### config.mk
export PLATFORM = sky130hd
export DESIGN_NAME = snd_dma_addr_flat
export DESIGN_NICKNAME = d
export VERILOG_FILES = /design/src/rtl/snd_dma_pkg.sv /design/src/rtl/snd_dma_addr_if.sv /design/src/rtl/snd_addr_reg.sv /design/src/rtl/snd_dma_addr.sv /design/src/flat_wrapper.sv
export SDC_FILE = /design/constraint.sdc
export NUM_CORES = 1
export LEC_CHECK = 0
export BUFFER_PORTS_ARGS = -buffer_cell sky130_fd_sc_hd__buf_2
export CORE_MARGIN = 8
export CORE_UTILIZATION = 45
export CTS_CLUSTER_DIAMETER = 30
export DETAILED_ROUTE_END_ITERATION = 7
export GPL_TIMING_DRIVEN = 0
export REMOVE_ABC_BUFFERS = 1
export SYNTH_ARGS = -nofsm -noshare
export SYNTH_HDL_FRONTEND = slang
export SYNTH_HIERARCHICAL = 1
export SYNTH_SLANG_ARGS = --single-unit
export TNS_END_PERCENT = 50
### constraint.sdc
create_clock -name clk -period 7 [get_ports clk]
set_input_delay 0.35 -clock clk [delete_from_list [all_inputs] [get_ports clk]]
set_output_delay 0.35 -clock clk [all_outputs]
set_load 0.01 [all_outputs]
### src/rtl/snd_dma_pkg.sv
// Shared definitions for the sound DMA address generator: address width,
// CPU register indices, control bit positions and byte-lane selector.
package snd_dma_pkg;

  localparam int AW = 22;

  localparam logic [3:0] SND_CTRL    = 4'd0;
  localparam logic [3:0] SND_START_H = 4'd1;
  localparam logic [3:0] SND_START_M = 4'd2;
  localparam logic [3:0] SND_START_L = 4'd3;
  localparam logic [3:0] SND_COUNT_H = 4'd4;
  localparam logic [3:0] SND_COUNT_M = 4'd5;
  localparam logic [3:0] SND_COUNT_L = 4'd6;
  localparam logic [3:0] SND_END_H   = 4'd7;
  localparam logic [3:0] SND_END_M   = 4'd8;
  localparam logic [3:0] SND_END_L   = 4'd9;

  localparam int CTRL_SNDON = 0;
  localparam int CTRL_SFREP = 1;

  typedef enum logic [1:0] {
    SEL_HI  = 2'd0,
    SEL_MID = 2'd1,
    SEL_LO  = 2'd2
  } byte_sel_e;

endpackage

### src/rtl/snd_dma_addr_if.sv
// CPU register bus of the sound DMA address generator.
interface snd_dma_addr_if;
  logic       cpu_sel;
  logic       cpu_we;
  logic [3:0] cpu_addr;
  logic [7:0] cpu_din;
  logic [7:0] cpu_dout;

  modport master (output cpu_sel, cpu_we, cpu_addr, cpu_din, input cpu_dout);
  modport slave  (input cpu_sel, cpu_we, cpu_addr, cpu_din, output cpu_dout);
endinterface

### src/rtl/snd_addr_reg.sv
// AW-bit register written one byte lane at a time or loaded whole, with a
// byte read mux. The hi lane holds bits AW-1:16; its spare upper bits read 0.
module snd_addr_reg
  import snd_dma_pkg::*;
(
  input  logic          clk,
  input  logic          porb,
  input  logic          we_hi,
  input  logic          we_mid,
  input  logic          we_lo,
  input  logic [7:0]    din,
  input  logic          ld,
  input  logic [AW-1:0] ld_val,
  input  byte_sel_e     rsel,
  output logic [AW-1:0] q,
  output logic [7:0]    rdata
);

  logic [AW-1:0] val_q, val_d;
  logic          unused_din;

  assign unused_din = ^din[7:AW-16];

  always_comb begin
    val_d = val_q;
    if (ld) begin
      val_d = ld_val;
    end else begin
      if (we_hi)  val_d[AW-1:16] = din[AW-17:0];
      if (we_mid) val_d[15:8]    = din;
      if (we_lo)  val_d[7:0]     = din;
    end
  end

  always_ff @(posedge clk) begin
    if (!porb) val_q <= '0;
    else       val_q <= val_d;
  end

  always_comb begin
    rdata = '0;
    case (rsel)
      SEL_HI:  rdata = 8'(val_q[AW-1:16]);
      SEL_MID: rdata = val_q[15:8];
      default: rdata = val_q[7:0];
    endcase
  end

  assign q = val_q;

endmodule

### src/rtl/snd_dma_addr.sv
// Sound DMA address generator: CPU control/start/end registers and the sound
// address counter. Define SND_DBUF_EN to double-buffer start/end until frame load.
module snd_dma_addr
  import snd_dma_pkg::*;
(
  input  logic           clk,
  input  logic           porb,
  snd_dma_addr_if.slave  cpu,
  input  logic           sndclk,
  input  logic           sframe,
  input  logic           stoff,
  output logic [AW-1:0]  snd,
  output logic [AW-1:0]  sft,
  output logic           sndon,
  output logic           sfrep
);

  logic          rd_stb, wr_stb, ctrl_wr, snap_ld, frame_ld, sndclk_rise;
  byte_sel_e     rsel;
  logic [AW-1:0] start_val, end_val, snap_val, ld_src;
  logic [7:0]    start_rd, end_rd, snap_rd;

  logic [AW-1:0] snd_q, snd_d;
  logic          sndon_q, sndon_d, sfrep_q, sfrep_d, sndclk_q, sndclk_d;
  logic [7:0]    cpu_dout_q, cpu_dout_d;

  assign rd_stb  = cpu.cpu_sel & ~cpu.cpu_we;
  assign wr_stb  = cpu.cpu_sel & cpu.cpu_we;
  assign ctrl_wr = wr_stb & (cpu.cpu_addr == SND_CTRL);
  assign snap_ld = rd_stb & (cpu.cpu_addr == SND_COUNT_H);

  always_comb begin
    rsel = SEL_LO;
    case (cpu.cpu_addr)
      SND_START_H, SND_COUNT_H, SND_END_H: rsel = SEL_HI;
      SND_START_M, SND_COUNT_M, SND_END_M: rsel = SEL_MID;
      default:                             rsel = SEL_LO;
    endcase
  end

  // In the double-buffered build these are the shadows; otherwise the live values.
  snd_addr_reg u_start (
    .clk(clk), .porb(porb),
    .we_hi (wr_stb & (cpu.cpu_addr == SND_START_H)),
    .we_mid(wr_stb & (cpu.cpu_addr == SND_START_M)),
    .we_lo (wr_stb & (cpu.cpu_addr == SND_START_L)),
    .din(cpu.cpu_din), .ld(1'b0), .ld_val('0), .rsel(rsel),
    .q(start_val), .rdata(start_rd)
  );

  snd_addr_reg u_end (
    .clk(clk), .porb(porb),
    .we_hi (wr_stb & (cpu.cpu_addr == SND_END_H)),
    .we_mid(wr_stb & (cpu.cpu_addr == SND_END_M)),
    .we_lo (wr_stb & (cpu.cpu_addr == SND_END_L)),
    .din(cpu.cpu_din), .ld(1'b0), .ld_val('0), .rsel(rsel),
    .q(end_val), .rdata(end_rd)
  );

  // Count hi read captures the whole counter so mid/lo reads are coherent.
  snd_addr_reg u_snap (
    .clk(clk), .porb(porb),
    .we_hi(1'b0), .we_mid(1'b0), .we_lo(1'b0),
    .din(cpu.cpu_din), .ld(snap_ld), .ld_val(snd_q), .rsel(rsel),
    .q(snap_val), .rdata(snap_rd)
  );

  logic unused_snap;
  assign unused_snap = ^snap_val;

  assign frame_ld    = (ctrl_wr & cpu.cpu_din[CTRL_SNDON] & ~sndon_q) | (~sframe & sndon_q);
  assign sndclk_rise = ~sndclk_q & sndclk;

`ifdef SND_DBUF_EN
  logic [AW-1:0] start_act_q, start_act_d, sft_q, sft_d;
  logic          unused_start_act;

  assign unused_start_act = ^start_act_q;
  assign ld_src = start_val;
  assign sft    = sft_q;

  always_comb begin
    start_act_d = start_act_q;
    sft_d       = sft_q;
    if (frame_ld) begin
      start_act_d = start_val;
      sft_d       = end_val;
    end
  end

  always_ff @(posedge clk) begin
    if (!porb) begin
      start_act_q <= '0;
      sft_q       <= '0;
    end else begin
      start_act_q <= start_act_d;
      sft_q       <= sft_d;
    end
  end
`else
  assign ld_src = start_val;
  assign sft    = end_val;
`endif

  always_comb begin
    snd_d      = snd_q;
    sndon_d    = sndon_q;
    sfrep_d    = sfrep_q;
    sndclk_d   = sndclk;
    cpu_dout_d = cpu_dout_q;

    // A control write outranks a stop request in the same cycle.
    if (ctrl_wr) begin
      sndon_d = cpu.cpu_din[CTRL_SNDON];
      sfrep_d = cpu.cpu_din[CTRL_SFREP];
    end else if (stoff) begin
      sndon_d = 1'b0;
    end

    if (frame_ld)                  snd_d = ld_src;
    else if (sndclk_rise & sndon_q) snd_d = snd_q + AW'(1);

    if (rd_stb) begin
      case (cpu.cpu_addr)
        SND_CTRL:                            cpu_dout_d = 8'({sfrep_q, sndon_q});
        SND_START_H, SND_START_M, SND_START_L: cpu_dout_d = start_rd;
        SND_COUNT_H:                         cpu_dout_d = 8'(snd_q[AW-1:16]);
        SND_COUNT_M, SND_COUNT_L:            cpu_dout_d = snap_rd;
        SND_END_H, SND_END_M, SND_END_L:     cpu_dout_d = end_rd;
        default:                             cpu_dout_d = '0;
      endcase
    end
  end

  always_ff @(posedge clk) begin
    if (!porb) begin
      snd_q      <= '0;
      sndon_q    <= 1'b0;
      sfrep_q    <= 1'b0;
      sndclk_q   <= 1'b1;
      cpu_dout_q <= '0;
    end else begin
      snd_q      <= snd_d;
      sndon_q    <= sndon_d;
      sfrep_q    <= sfrep_d;
      sndclk_q   <= sndclk_d;
      cpu_dout_q <= cpu_dout_d;
    end
  end

  assign snd          = snd_q;
  assign sndon        = sndon_q;
  assign sfrep        = sfrep_q;
  assign cpu.cpu_dout = cpu_dout_q;

endmodule

### src/flat_wrapper.sv
// flat-port wrapper written by rule: the top's interface ports become plain ports
module snd_dma_addr_flat import snd_dma_pkg::*;
  (clk, porb, sndclk, sframe, stoff, snd, sft, sndon, sfrep, cpu_cpu_sel, cpu_cpu_we, cpu_cpu_addr, cpu_cpu_din, cpu_cpu_dout);
  snd_dma_addr_if cpu_i ();
  input  logic clk;
  input  logic porb;
  input  logic sndclk;
  input  logic sframe;
  input  logic stoff;
  output logic [AW-1:0] snd;
  output logic [AW-1:0] sft;
  output logic sndon;
  output logic sfrep;
  input wire logic [$bits(cpu_i.cpu_sel)-1:0] cpu_cpu_sel;
  input wire logic [$bits(cpu_i.cpu_we)-1:0] cpu_cpu_we;
  input wire logic [$bits(cpu_i.cpu_addr)-1:0] cpu_cpu_addr;
  input wire logic [$bits(cpu_i.cpu_din)-1:0] cpu_cpu_din;
  output wire logic [$bits(cpu_i.cpu_dout)-1:0] cpu_cpu_dout;
  assign cpu_i.cpu_sel = cpu_cpu_sel;
  assign cpu_i.cpu_we = cpu_cpu_we;
  assign cpu_i.cpu_addr = cpu_cpu_addr;
  assign cpu_i.cpu_din = cpu_cpu_din;
  assign cpu_cpu_dout = cpu_i.cpu_dout;
  snd_dma_addr u_core (.clk(clk), .porb(porb), .cpu(cpu_i), .sndclk(sndclk), .sframe(sframe), .stoff(stoff), .snd(snd), .sft(sft), .sndon(sndon), .sfrep(sfrep));
endmodule
# Word-level counts from Yosys, hierarchy flattened
# Index checks and enable logic that the tools add are counted.
# Widths: inputs -> output; s select.
[totals]
regBits = 99
input_bits = 19
output_inout_bits = 54
word_cells = 61
[op_classes]
add_sub_neg = 1
n_eq_ne = 10
mux = 9
bitwise_logic = 20
n_reduce_logical = 9
[op_table]
columns = ["cell", "n"]
rows = [
  ["$pmux 8 s2", 3],
  ["$mux 22", 2],
  ["$pmux 8 s5", 1],
  ["$add 22x1->22 const B", 1],
  ["$eq 4x3->1 const B", 4],
  ["$and 1x1->1", 15],
  ["$reduce_or 3->1", 4],
  ["$eq 4x2->1 const B", 2],
  ["$eq 4x4->1 const B", 2],
  ["$eq 4x1->1 const B", 1],
  ["$logic_not 4->1", 1],
  ["$not 1->1", 4],
  ["$pmux 2 s2", 1],
  ["$reduce_bool 2->1", 2],
  ["$eq 2x1->1 const B", 1],
  ["$logic_not 2->1", 1],
  ["$mux 1", 2],
  ["$reduce_or 2->1", 1],
  ["$or 1x1->1", 1],
]

# Depth between registers and ports, before layout
# Gate-level depths: netlist of run 1.
[logic_depth]
ltp_word = 6
mapped_depth = 12

# Modules after synthesis
# The synthesis of run 1 kept the hierarchy.
[modules_own_cells]
columns = ["mod", "instances", "cells_each", "area_per_inst_um2", "seq_area_each_um2"]
rows = [
  ["snd_addr_reg", 3, 123, 1347.5, 440.4],
  ["snd_dma_addr", 1, 279, 2210.9, 660.6],
]

# Worst setup path after synthesis of run 1
# OpenSTA, ideal clock, no wires.
[synth_path]
path_type = "input-to-reg"
startpoint = "input port cpu_cpu_addr[1]"
endpoint = "register u_core.cpu_dout_q[6] (netlist: u_core/cpu.cpu_dout[6])"
arrival_ps = 2924
path_slack_ps = 4000
cell_stages = 11
path_buffers = 3
path_cell_list = "clkbuf_1 > clkbuf_1 > o221ai_1 > a22oi_1 > buf_2 > nand2_1 > o21ai_0 > a21bo_2 > a2111oi_0 > o21ai_0 > a21boi_0"
[synth_between]
elab_chain_cells = 6
[synth_lines]
columns = ["element", "line", "text"]
rows = [
  ["start, declared", "flat_wrapper.sv:16", "input wire logic [$bits(cpu_i.cpu_addr)-1:0] cpu_cpu_addr;"],
  ["$eq 4x3->1, or another cell as far along", "snd_dma_addr.sv:34", "case (cpu.cpu_addr)"],
  ["$reduce_or 3->1", "snd_dma_addr.sv:34", ""],
  ["$pmux 2 s2 *", "snd_dma_addr.sv:34", ""],
  ["via u_core.rsel[1]", "snd_dma_addr.sv:19", "byte_sel_e rsel;"],
  ["$eq 2x1->1 / $logic_not 2->1 (equally long branches)", "snd_addr_reg.sv:42", "case (rsel)"],
  ["$pmux 8 s2 *", "snd_addr_reg.sv:42", ""],
  ["via u_core.snap_rd[6]", "snd_dma_addr.sv:21", "logic [7:0] start_rd, end_rd, snap_rd;"],
  ["$pmux 8 s5 *", "snd_dma_addr.sv:124", "case (cpu.cpu_addr)"],
  ["end signal, assigned", "snd_dma_addr.sv:147", "cpu_dout_q <= cpu_dout_d;"],
  ["end, declared", "snd_dma_addr.sv:25", "logic [7:0] cpu_dout_q, cpu_dout_d;"],
]
# Mark *: on every way through the listed nets, which the timed path passes. The rest lies on a longest branch.
# A chain may end at the register's enable or synchronous reset.

# Worst setup path after layout of run 1
[layout_path]
startpoint = "input port cpu_cpu_addr[2]"
endpoint = "register u_core.cpu_dout_q[3] (netlist: u_core/cpu.cpu_dout[3])"
# Same word-level chain as after synthesis.

==> impl_metrics.env, run 1 <==
export IMPL_cts_root_buf="clkbuf_16"
export IMPL_port_buffers=72
export IMPL_cp_end_kind="register"
export IMPL_power_frac_seq=0.471
export IMPL_num_vias=5273
export IMPL_gr_total_overflow=0
export IMPL_nets=771
export IMPL_die_x_um=134
export IMPL_drt_iter0_markers=422
export IMPL_hold_start="sndclk"
export IMPL_ff2ff_setup_slack_ns=4.72
export IMPL_ys_top_cells_by_count="dfxtp_1, o211a_1, o21ai_0"
export IMPL_final_area_sq_um=7220
export IMPL_power_frac_clock=0.365
export IMPL_critPathKind="primary input to register"
export IMPL_grt_util_all_layers=0.198
export IMPL_setup_viol=0
export IMPL_min_path_cells=2
export IMPL_skew_ns=0.00685
export IMPL_internal_power_uw=957
export IMPL_dp_final_hpwl_mm=12.8
export IMPL_hold_path_endpoint="u_core/sndclk_q"
export IMPL_critical_path_required_ns=7.23
export IMPL_clk_pin_slew_ns=0.07
export IMPL_yosysUniqueCellTypes=59
export IMPL_fillCellCount=1299
export IMPL_r2r_start="u_core/snd[0]"
export IMPL_slew_viol_final=0
export IMPL_fin_ws_ns=3.75
export IMPL_ys_ff_latch=99
export IMPL_combPwrFrac=0.164
export IMPL_synthTopCellsByArea="dfxtp_1, mux2_4, o211a_1"
export IMPL_path_buf_inv=3
export IMPL_antenna_found_initial=0
export IMPL_hold_ws_ns=0.229
export IMPL_drcViolationCount=0
export IMPL_worst_path_stages=12
export IMPL_grt_pass1_vias=5138
export IMPL_num_rows=43
export IMPL_postSynthCellCount=648
export IMPL_cts_setup_buffers=0
export IMPL_p_leak_nw=3.46
export IMPL_irDropWorstVdd_uv=114
export IMPL_crit_reg2reg_capture="u_core/snd[18]"
export IMPL_place_area_sq_um=6950
export IMPL_cts_sinks=99
export IMPL_cts_tree="built"
export IMPL_syn_area_per_cell_sq_um=9.65
export IMPL_firstDrtPassIters=5
export IMPL_max_freq_ghz=0.307
export IMPL_yosysTopAreaCell="dfxtp_1"
export IMPL_timing_final_hold_violations=0
export IMPL_swShare=0.266
export IMPL_grt_max_degree=54
export IMPL_ant_nets=0
export IMPL_wire_per_inst_um=18.9
export IMPL_critPathLaunchType="primary input"
export IMPL_clk_latency_ns=0.35
export IMPL_wl_mm=17.7
export IMPL_yosysMostFrequentCell="dfxtp_1"
export IMPL_fin_crit_ns=3.25
export IMPL_grt_first_pass_wirelength_mm=28.3
export IMPL_ys_flop_type="dfxtp_1"
export IMPL_outcome="finished clean"
export IMPL_period_share=0.465
export IMPL_core_sq_um=13700
export IMPL_cpMaxStageDelayCell="nor2b_1"
export IMPL_p_per_area_nw_per_um2=181
export IMPL_slew_headroom=0.129
export IMPL_drive_gt1_frac=0.224
export IMPL_fp_dieH_um=134
export IMPL_antenna_diode_count=0
export IMPL_pin_count=73
export IMPL_synth_area_sq_um=6250
export IMPL_clock_path_buffers=2
export IMPL_path_cells="buf_2 -> nor2b_1 -> a21oi_1 -> o32ai_4 -> buf_8 -> buf_8 -> mux2i_1 -> o21ai_0 -> mux2_2 -> a22o_1 -> a221oi_1 -> a21oi_1"
export IMPL_rr_worst_depth=5
export IMPL_path_delay_family="compound AO/OA/AOI/OAI gates"
export IMPL_tns_ns=0
export IMPL_ctsHoldBuffers=0
export IMPL_cap_violations=0
export IMPL_async_reset_ff_frac=0
export IMPL_routed_via_density=5.63
export IMPL_cts_resized=0
export IMPL_gp_congestion=0.821
export IMPL_ys_warn_count=6
export IMPL_slowest_delay_ns=0.58
export IMPL_numCtsBuffers=9
export IMPL_crit_fanout=21
export IMPL_crit_arrival_ns=3.48
export IMPL_p_switching_uw=347
export IMPL_initial_core_util=0.456
export IMPL_dpl_worst_slack_ns=3.49
export IMPL_synth_top_cell_area_share=0.317
export IMPL_synth_edf_count=0
export IMPL_hold_class="primary input to register"
export IMPL_rsz0062_at_grt="false"
export IMPL_die_area_sq_um=17900
export IMPL_h_tree_depth=3
export IMPL_synth_seq_area_share=0.317
export IMPL_tightest_slew_ns=1.30
export IMPL_syn_to_final_growth_pct=15.4
metrics by stage:
step	cells	utilization	power [mW]
2_1_floorplan	659	-	0.758
3_3_place_gp	911	0.493	0.822
3_5_place_dp	920	0.506	0.834
4_1_cts	936	0.526	1.31
5_1_grt	936	0.526	1.36
6_report	936	0.526	1.30
how the worst max path moves through the flow:
stage	startpoint	end	slack, ns
floorplan	cpu_cpu_addr[0]	u_core/cpu.cpu_dout[2]	2.77
global placement	cpu_cpu_addr[1]	u_core/cpu.cpu_dout[2]	0.72
detailed placement	cpu_cpu_addr[2]	u_core/cpu.cpu_dout[4]	3.49
CTS	cpu_cpu_addr[2]	u_core/cpu.cpu_dout[4]	3.85
global route	cpu_cpu_addr[2]	u_core/cpu.cpu_dout[2]	3.49
finish	cpu_cpu_addr[2]	u_core/cpu.cpu_dout[3]	3.75
placed cells by master (no fill, tap or decap), types with 5 or more instances in the layout:
| cell | Yosys | layout |
|---|---|---|
| a21oi_1 | 14 | 13 |
| a22oi_1 | 7 | 6 |
| a31oi_1 | 7 | 7 |
| and2_1 | 6 | 6 |
| and3_1 | 5 | 5 |
| buf_2 | 9 | 71 |
| buf_8 | 0 | 5 |
| clkbuf_16 | 0 | 9 |
| conb_1 | 1 | 63 |
| dfxtp_1 | 99 | 99 |
| mux2_1 | 12 | 12 |
| mux2_4 | 54 | 54 |
| mux2i_1 | 21 | 21 |
| nand2_1 | 52 | 52 |
| nand2b_1 | 29 | 29 |
| nand3_1 | 6 | 6 |
| nor2_1 | 13 | 12 |
| nor2b_1 | 6 | 6 |
| nor3_1 | 7 | 6 |
| o211a_1 | 71 | 71 |
| o21ai_0 | 55 | 55 |
| or2_2 | 5 | 5 |
| or2b_1 | 42 | 42 |
| or3_1 | 5 | 5 |
| xnor2_1 | 8 | 8 |
flip-flops by register name, summed over array words and instances (netlist names):
name and cells:
u_core/sndclk_q 1, u_core/u_end/q 22, u_core/u_snap/q 22, u_core/sndon 1
u_core/u_start/q 22, u_core/sfrep 1, u_core/cpu.cpu_dout 8, u_core/snd 22
kinds of logic after synthesis:
family,share of synthesized area
and+or+nand+nor,0.190
AOI/OAI and AO/OA,0.232
DFF,0.317
muxes,0.192
buffers and inverters,0.0522
xor gates and xnor gates,0.0140
adders and majority gates,0.00200
other,0.000600
area by class of cell:
cell class | count | area (sq um) | share of cell area
clock buffers | 14 | 264 | 0.0366
clock inverters | 2 | 10.0 | 0.00139
inverters | 4 | 15.0 | 0.00208
multi-input cells | 556 | 4230 | 0.585
flip-flops and latches | 99 | 1980 | 0.275
well taps | 180 | 225 | 0.0312
repair buffers | 81 | 497 | 0.0688
power by group through the flow:
stage	Sequential (mW)	Combinational (mW)	Clock, mW
after detailed placement	0.626	0.208	0
after global placement	0.624	0.197	0
after global routing	0.617	0.234	0.506
after CTS	0.613	0.209	0.489
after floorplan	0.624	0.134	0
final	0.614	0.214	0.476
metal layers:
metal  part of all wire  wire, um  global-route usage
met1               0.46      8100               0.257
met2               0.48      8460               0.325
met3              0.045       799              0.0269
met4              0.018       323              0.0736
met5                  0         0                   0
Power figures use the tool's default switching activity.
==> run 2: changes to the inputs <==
Clock period 7 ns to 3.3 ns, I/O delays scaled along.
==> run 2 against run 1 <==
Compared with the run above:
- final cell count unchanged
- worst hold slack got worse by 0.18 ns
- critical endpoint unchanged
- non-clock buffer count did not move
- die area stayed put
- global-route usage unchanged
- clock skew hardly changed
- sequential share of layout area is essentially flat
- first-iteration DRC count down 6.6%
- register-to-register slack lost 3.7 ns
- cell area about the same
- critical path depth did not move
- critical path type unchanged
- count of clock-buffer cells in the layout is the same
==> impl_metrics.env, run 2 (same netlist as run 1, synthesis figures left out) <==
export IMPL_critPathLaunchType="primary input"
export IMPL_p_per_area_nw_per_um2=383
export IMPL_fillCellCount=1298
export IMPL_hold_class="primary input to register"
export IMPL_combPwrFrac=0.164
export IMPL_die_x_um=134
export IMPL_busiest_layer="met2"
export IMPL_antenna_found_initial=0
export IMPL_ant_nets=0
export IMPL_grt_first_pass_wirelength_mm=28.3
export IMPL_fin_ws_ns=0.432
export IMPL_grt_max_degree=54
export IMPL_p_switching_uw=735
export IMPL_cts_root_buf="clkbuf_16"
export IMPL_gr_total_overflow=0
export IMPL_drive_gt1_frac=0.225
export IMPL_slew_viol_final=0
export IMPL_max_freq_ghz=0.349
export IMPL_crit_fanout=21
export IMPL_fin_crit_ns=2.87
export IMPL_tns_ns=0
export IMPL_cp_end_kind="register"
export IMPL_final_area_sq_um=7220
export IMPL_final_cell_mix="dfxtp_1, buf_2, o211a_1"
export IMPL_core_sq_um=13700
export IMPL_dp_cells=920
export IMPL_syn_to_final_growth_pct=15.5
export IMPL_skew_ns=0.00645
export IMPL_setup_viol=0
export IMPL_grtUsageMet3=0.0269
export IMPL_initial_core_util=0.456
export IMPL_antenna_diode_count=0
export IMPL_cts_sinks=99
export IMPL_slew_headroom=0.139
export IMPL_p_leak_nw=3.46
export IMPL_crit_arrival_ns=3.09
export IMPL_firstDrtPassIters=5
export IMPL_nets=771
export IMPL_clk_pin_slew_ns=0.07
export IMPL_wl_mm=17.7
export IMPL_rr_worst_depth=5
export IMPL_tightest_slew_ns=1.29
export IMPL_outcome="finished clean"
export IMPL_h_tree_depth=3
export IMPL_numCtsBuffers=9
export IMPL_drt_iter0_markers=394
export IMPL_timing_final_hold_violations=0
export IMPL_clock_path_buffers=2
export IMPL_dp_final_hpwl_mm=12.8
export IMPL_num_rows=43
export IMPL_cap_violations=0
export IMPL_port_buffers=72
export IMPL_critPathKind="primary input to register"
export IMPL_wire_per_inst_um=18.9
export IMPL_grt_pass1_vias=5138
export IMPL_cts_setup_buffers=0
export IMPL_critical_path_required_ns=3.53
export IMPL_grt_use_met1=0.257
export IMPL_drcViolationCount=0
export IMPL_pin_count=73
export IMPL_period_share=0.869
export IMPL_stdcell_count=936
export IMPL_min_path_cells=2
export IMPL_irDropWorstVdd_uv=242
export IMPL_cts_tree="built"
export IMPL_power_frac_seq=0.471
export IMPL_finalPower_mw=2.77
export IMPL_internal_power_mw=2.03
export IMPL_grtUsageMet2=0.325
export IMPL_gp_congestion=0.821
export IMPL_dpl_worst_slack_ns=-0.0214
export IMPL_routed_via_density=5.64
export IMPL_rsz0062_at_grt="false"
export IMPL_die_area_sq_um=17900
export IMPL_place_area_sq_um=6950
export IMPL_clk_latency_ns=0.35
export IMPL_grt_util_all_layers=0.198
export IMPL_swShare=0.266
export IMPL_ctsHoldBuffers=0
export IMPL_layout_commonest_cell="dfxtp_1"
export IMPL_num_vias=5278
export IMPL_power_frac_clock=0.365
export IMPL_fp_dieH_um=134
-- run 2: power by group through the flow --
stage               registers (mW)  clock network (mW)  logic [mW]
floorplan                     1.32                   0       0.284
global placement              1.32                   0       0.419
detailed placement            1.33                   0       0.442
CTS                           1.30                1.04       0.444
global route                  1.31                1.07       0.496
finish                        1.30                1.01       0.455
-- run 2: layer usage --
layer | part of all wire | routed length, um
met4 | 0.018 | 323
met5 | 0 | 0
met3 | 0.049 | 857
met1 | 0.46 | 8060
met2 | 0.48 | 8420
-- run 2: cell type report --
| type | instances | area (sq um) | share of cell area |
|---|---|---|---|
| Tap cell | 180 | 225 | 0.0312 |
| Inverter | 4 | 15.0 | 0.00208 |
| Sequential cell | 99 | 1980 | 0.274 |
| Clock inverter | 2 | 10.0 | 0.00139 |
| Timing Repair Buffer | 81 | 497 | 0.0688 |
| Clock buffer | 14 | 264 | 0.0366 |
| Multi-Input combinational cell | 556 | 4230 | 0.586 |
-- run 2: critical path, stage by stage --
cell and delay, ns:
buf_2 0.31, nor2b_2 0.44, a21oi_1 0.18, o32ai_4 0.41
buf_8 0.24, buf_8 0.17, mux2i_1 0.18, o21ai_0 0.12
mux2_2 0.28, a22o_1 0.18, a221oi_1 0.29, a21oi_1 0.11
-- run 2: worst paths after layout --
path                                                to  slack (ns)              startpoint
worst max-delay path            u_core/cpu.cpu_dout[3]        0.43         cpu_cpu_addr[2]
worst min-delay path                   u_core/sndclk_q        0.04                  sndclk
worst max register to register          u_core/snd[18]        1.01           u_core/snd[0]
worst min register to register  u_core/cpu.cpu_dout[7]        0.46  u_core/cpu.cpu_dout[7]
-- run 2: per-stage QoR --
step	util	hold slack [ns]
after global placement	0.493	0.391
after detailed placement	0.506	0.399
after global routing	0.526	0.0448
after CTS	0.526	0.0324
after floorplan	-	0.238
final	0.526	0.0449
-- run 2: timing repair --
item,CTS,global route
setup endpoints to repair,0,1
endpoints found under the hold margin,0,0
resized for setup,0,1
==> run 3: changes to the inputs <==
Settings changed: ABC_AREA set to 1, CAP_MARGIN set to 25, CELL_PAD_IN_SITES_DETAIL_PLACEMENT set to 2, CELL_PAD_IN_SITES_GLOBAL_PLACEMENT set to 2, CORE_UTILIZATION 45 to 31, PLACE_DENSITY_LB_ADDON set to 0.1.
==> run 3 against run 2 <==
Compared with the run above:
- clock power is 17% higher
- count of clock-buffer cells in the layout is 4 lower
- clock skew is 0.0035 ns higher
- largest power group unchanged
- highest routed layer unchanged
==> impl_metrics.env, run 3 <==
export IMPL_synthXorXnorAreaFrac=0.0114
export IMPL_drcViolationCount=0
export IMPL_routed_via_density=4.81
export IMPL_antenna_diode_count=0
export IMPL_clock_path_buffers=2
export IMPL_clk_latency_ns=0.36
export IMPL_dp_cells=1368
export IMPL_slew_viol_final=0
export IMPL_ys_flop_type="dfxtp_1"
export IMPL_grt_max_degree=76
export IMPL_gp_congestion=0.792
export IMPL_cts_resized=0
export IMPL_fillCellCount=2508
export IMPL_muxShareOfSynthArea=0
export IMPL_rsz0062_at_grt="false"
export IMPL_yosysMostFrequentCell="nand2_1"
export IMPL_cts_sinks=99
export IMPL_irDropWorstVdd_uv=238
export IMPL_yosysTopAreaCell="dfxtp_1"
export IMPL_pin_count=73
export IMPL_num_rows=51
export IMPL_initial_core_util=0.316
export IMPL_place_area_sq_um=6790
export IMPL_critical_path_required_ns=3.50
export IMPL_cp_end_kind="register"
export IMPL_p_leak_nw=3.59
export IMPL_finalPower_mw=2.86
export IMPL_num_vias=6663
export IMPL_synth_top_cell_area_share=0.322
export IMPL_max_freq_ghz=0.405
export IMPL_wire_per_inst_um=18.3
export IMPL_skew_ns=0.00997
export IMPL_timing_final_hold_violations=0
export IMPL_gr_total_overflow=0
export IMPL_h_tree_depth=3
export IMPL_grt_first_pass_wirelength_mm=40.0
export IMPL_grt_util_all_layers=0.213
export IMPL_synthTopCellsByArea="dfxtp_1, nand2_1, nand3_1"
export IMPL_die_x_um=157
export IMPL_final_area_sq_um=7110
export IMPL_dp_final_hpwl_mm=19.0
export IMPL_fin_crit_ns=2.47
export IMPL_ys_ff_latch=99
export IMPL_synth_top_family_by_area="simple AND/OR/NAND/NOR gates"
export IMPL_syn_to_final_growth_pct=15.5
export IMPL_crit_fanout=30
export IMPL_ys_warn_count=6
export IMPL_wl_mm=25.3
export IMPL_postSynthCellCount=1010
export IMPL_grt_pass1_vias=7077
export IMPL_cap_violations=0
export IMPL_port_buffers=72
export IMPL_firstDrtPassIters=4
export IMPL_ant_nets=0
export IMPL_critPathKind="primary input to register"
export IMPL_layout_commonest_cell="nand2_1"
export IMPL_crit_arrival_ns=2.67
export IMPL_ys_top_cells_by_count="nand2_1, nand3_1, inv_1"
export IMPL_multi_input_area_sq_um=3610
export IMPL_ctsHoldBuffers=0
export IMPL_cts_root_buf="clkbuf_16"
export IMPL_tightest_slew_ns=1.01
export IMPL_slew_headroom=0.325
export IMPL_period_share=0.748
export IMPL_numCtsBuffers=9
export IMPL_regArea_sq_um=1980
export IMPL_nets=1134
export IMPL_synth_compound_area_frac=0.0534
export IMPL_fp_dieH_um=157
export IMPL_synth_simple_area_share=0.484
export IMPL_yosysUniqueCellTypes=37
export IMPL_cts_tree="built"
export IMPL_setup_viol=0
export IMPL_hold_class="primary input to register"
export IMPL_drive_gt1_frac=0.117
export IMPL_drt_iter0_markers=284
export IMPL_synth_seq_area_share=0.322
export IMPL_die_area_sq_um=24600
export IMPL_outcome="finished clean"
export IMPL_antenna_found_initial=0
export IMPL_critPathLaunchType="primary input"
export IMPL_final_cell_mix="nand2_1, nand3_1, inv_1"
export IMPL_async_reset_ff_frac=0
export IMPL_cts_setup_buffers=0
export IMPL_syn_area_per_cell_sq_um=6.10
export IMPL_hold_ws_ns=0.0201
export IMPL_p_per_area_nw_per_um2=402
export IMPL_core_sq_um=19500
export IMPL_synth_area_sq_um=6160
export IMPL_stdcell_count=1384
export IMPL_synth_fa_ha_area_frac=0.00203
export IMPL_clk_pin_slew_ns=0.07
export IMPL_synth_edf_count=0
==> run 3: per-layer routing <==
| layer | routed length, um | share of wire | GRT usage |
|---|---|---|---|
| met1 | 11900 | 0.47 | 0.269 |
| met2 | 12100 | 0.48 | 0.368 |
| met3 | 941 | 0.037 | 0.0337 |
| met4 | 370 | 0.015 | 0.0568 |
| met5 | 0 | 0 | 0 |
==> run 3: power by group <==
| part | switching [mW] | internal [mW] |
|---|---|---|
| Sequential | 0.0489 | 1.24 |
| Clock | 0.517 | 0.668 |
| Combinational | 0.269 | 0.110 |
| Total | 0.835 | 2.02 |
==> run 3: critical path, stage by stage <==
cell,delay (ns)
buf_2,0.14
nor2_1,0.12
nand3_1,0.13
o211ai_1,0.19
buf_4,0.23
nor2_4,0.69
nor2_2,0.21
nand2_1,0.11
nand3_1,0.07
nand2_1,0.07
o211ai_1,0.16
o21ai_0,0.27
a21oi_1,0.10
==> run 3: worst paths after layout <==
path / startpoint / end / slack [ns] / depth (start not counted)
max reg2reg: u_core/snd[1] / u_core/snd[20] / 1.41 / 8
min reg2reg: u_core/cpu.cpu_dout[5] / u_core/cpu.cpu_dout[5] / 0.47 / 2
max: cpu_cpu_addr[3] / u_core/cpu.cpu_dout[1] / 0.83 / 13
min: sndclk / u_core/sndclk_q / 0.02 / 3
==> run 3: layout make-up <==
type | instances | share of cell area
Inverter | 121 | 0.0660
Timing Repair Buffer | 76 | 0.0560
Sequential cell | 99 | 0.279
Tap cell | 265 | 0.0466
Clock inverter | 6 | 0.0127
Multi-Input combinational cell | 807 | 0.508
Clock buffer | 10 | 0.0322
==> run 3: cells by family after synthesis <==
family / after synthesis
AND/OR/NAND/NOR: 682
AO/OA/AOI/OAI: 61
adder cells (fa/ha/maj): 1
other: 1
buffers and inverters: 158
flip-flops: 99
XOR/XNOR: 8
==> run 3: through the flow <==
| stage | util | TNS [ns] | setup slack (ns) |
|---|---|---|---|
| after global placement | 0.347 | -16.10 | -1.01 |
| after CTS | 0.365 | 0 | 0.835 |
| after floorplan | - | 0 | 0.738 |
| after detailed placement | 0.349 | 0 | 0.463 |
| final | 0.365 | 0 | 0.832 |
| after global routing | 0.365 | 0 | 0.639 |
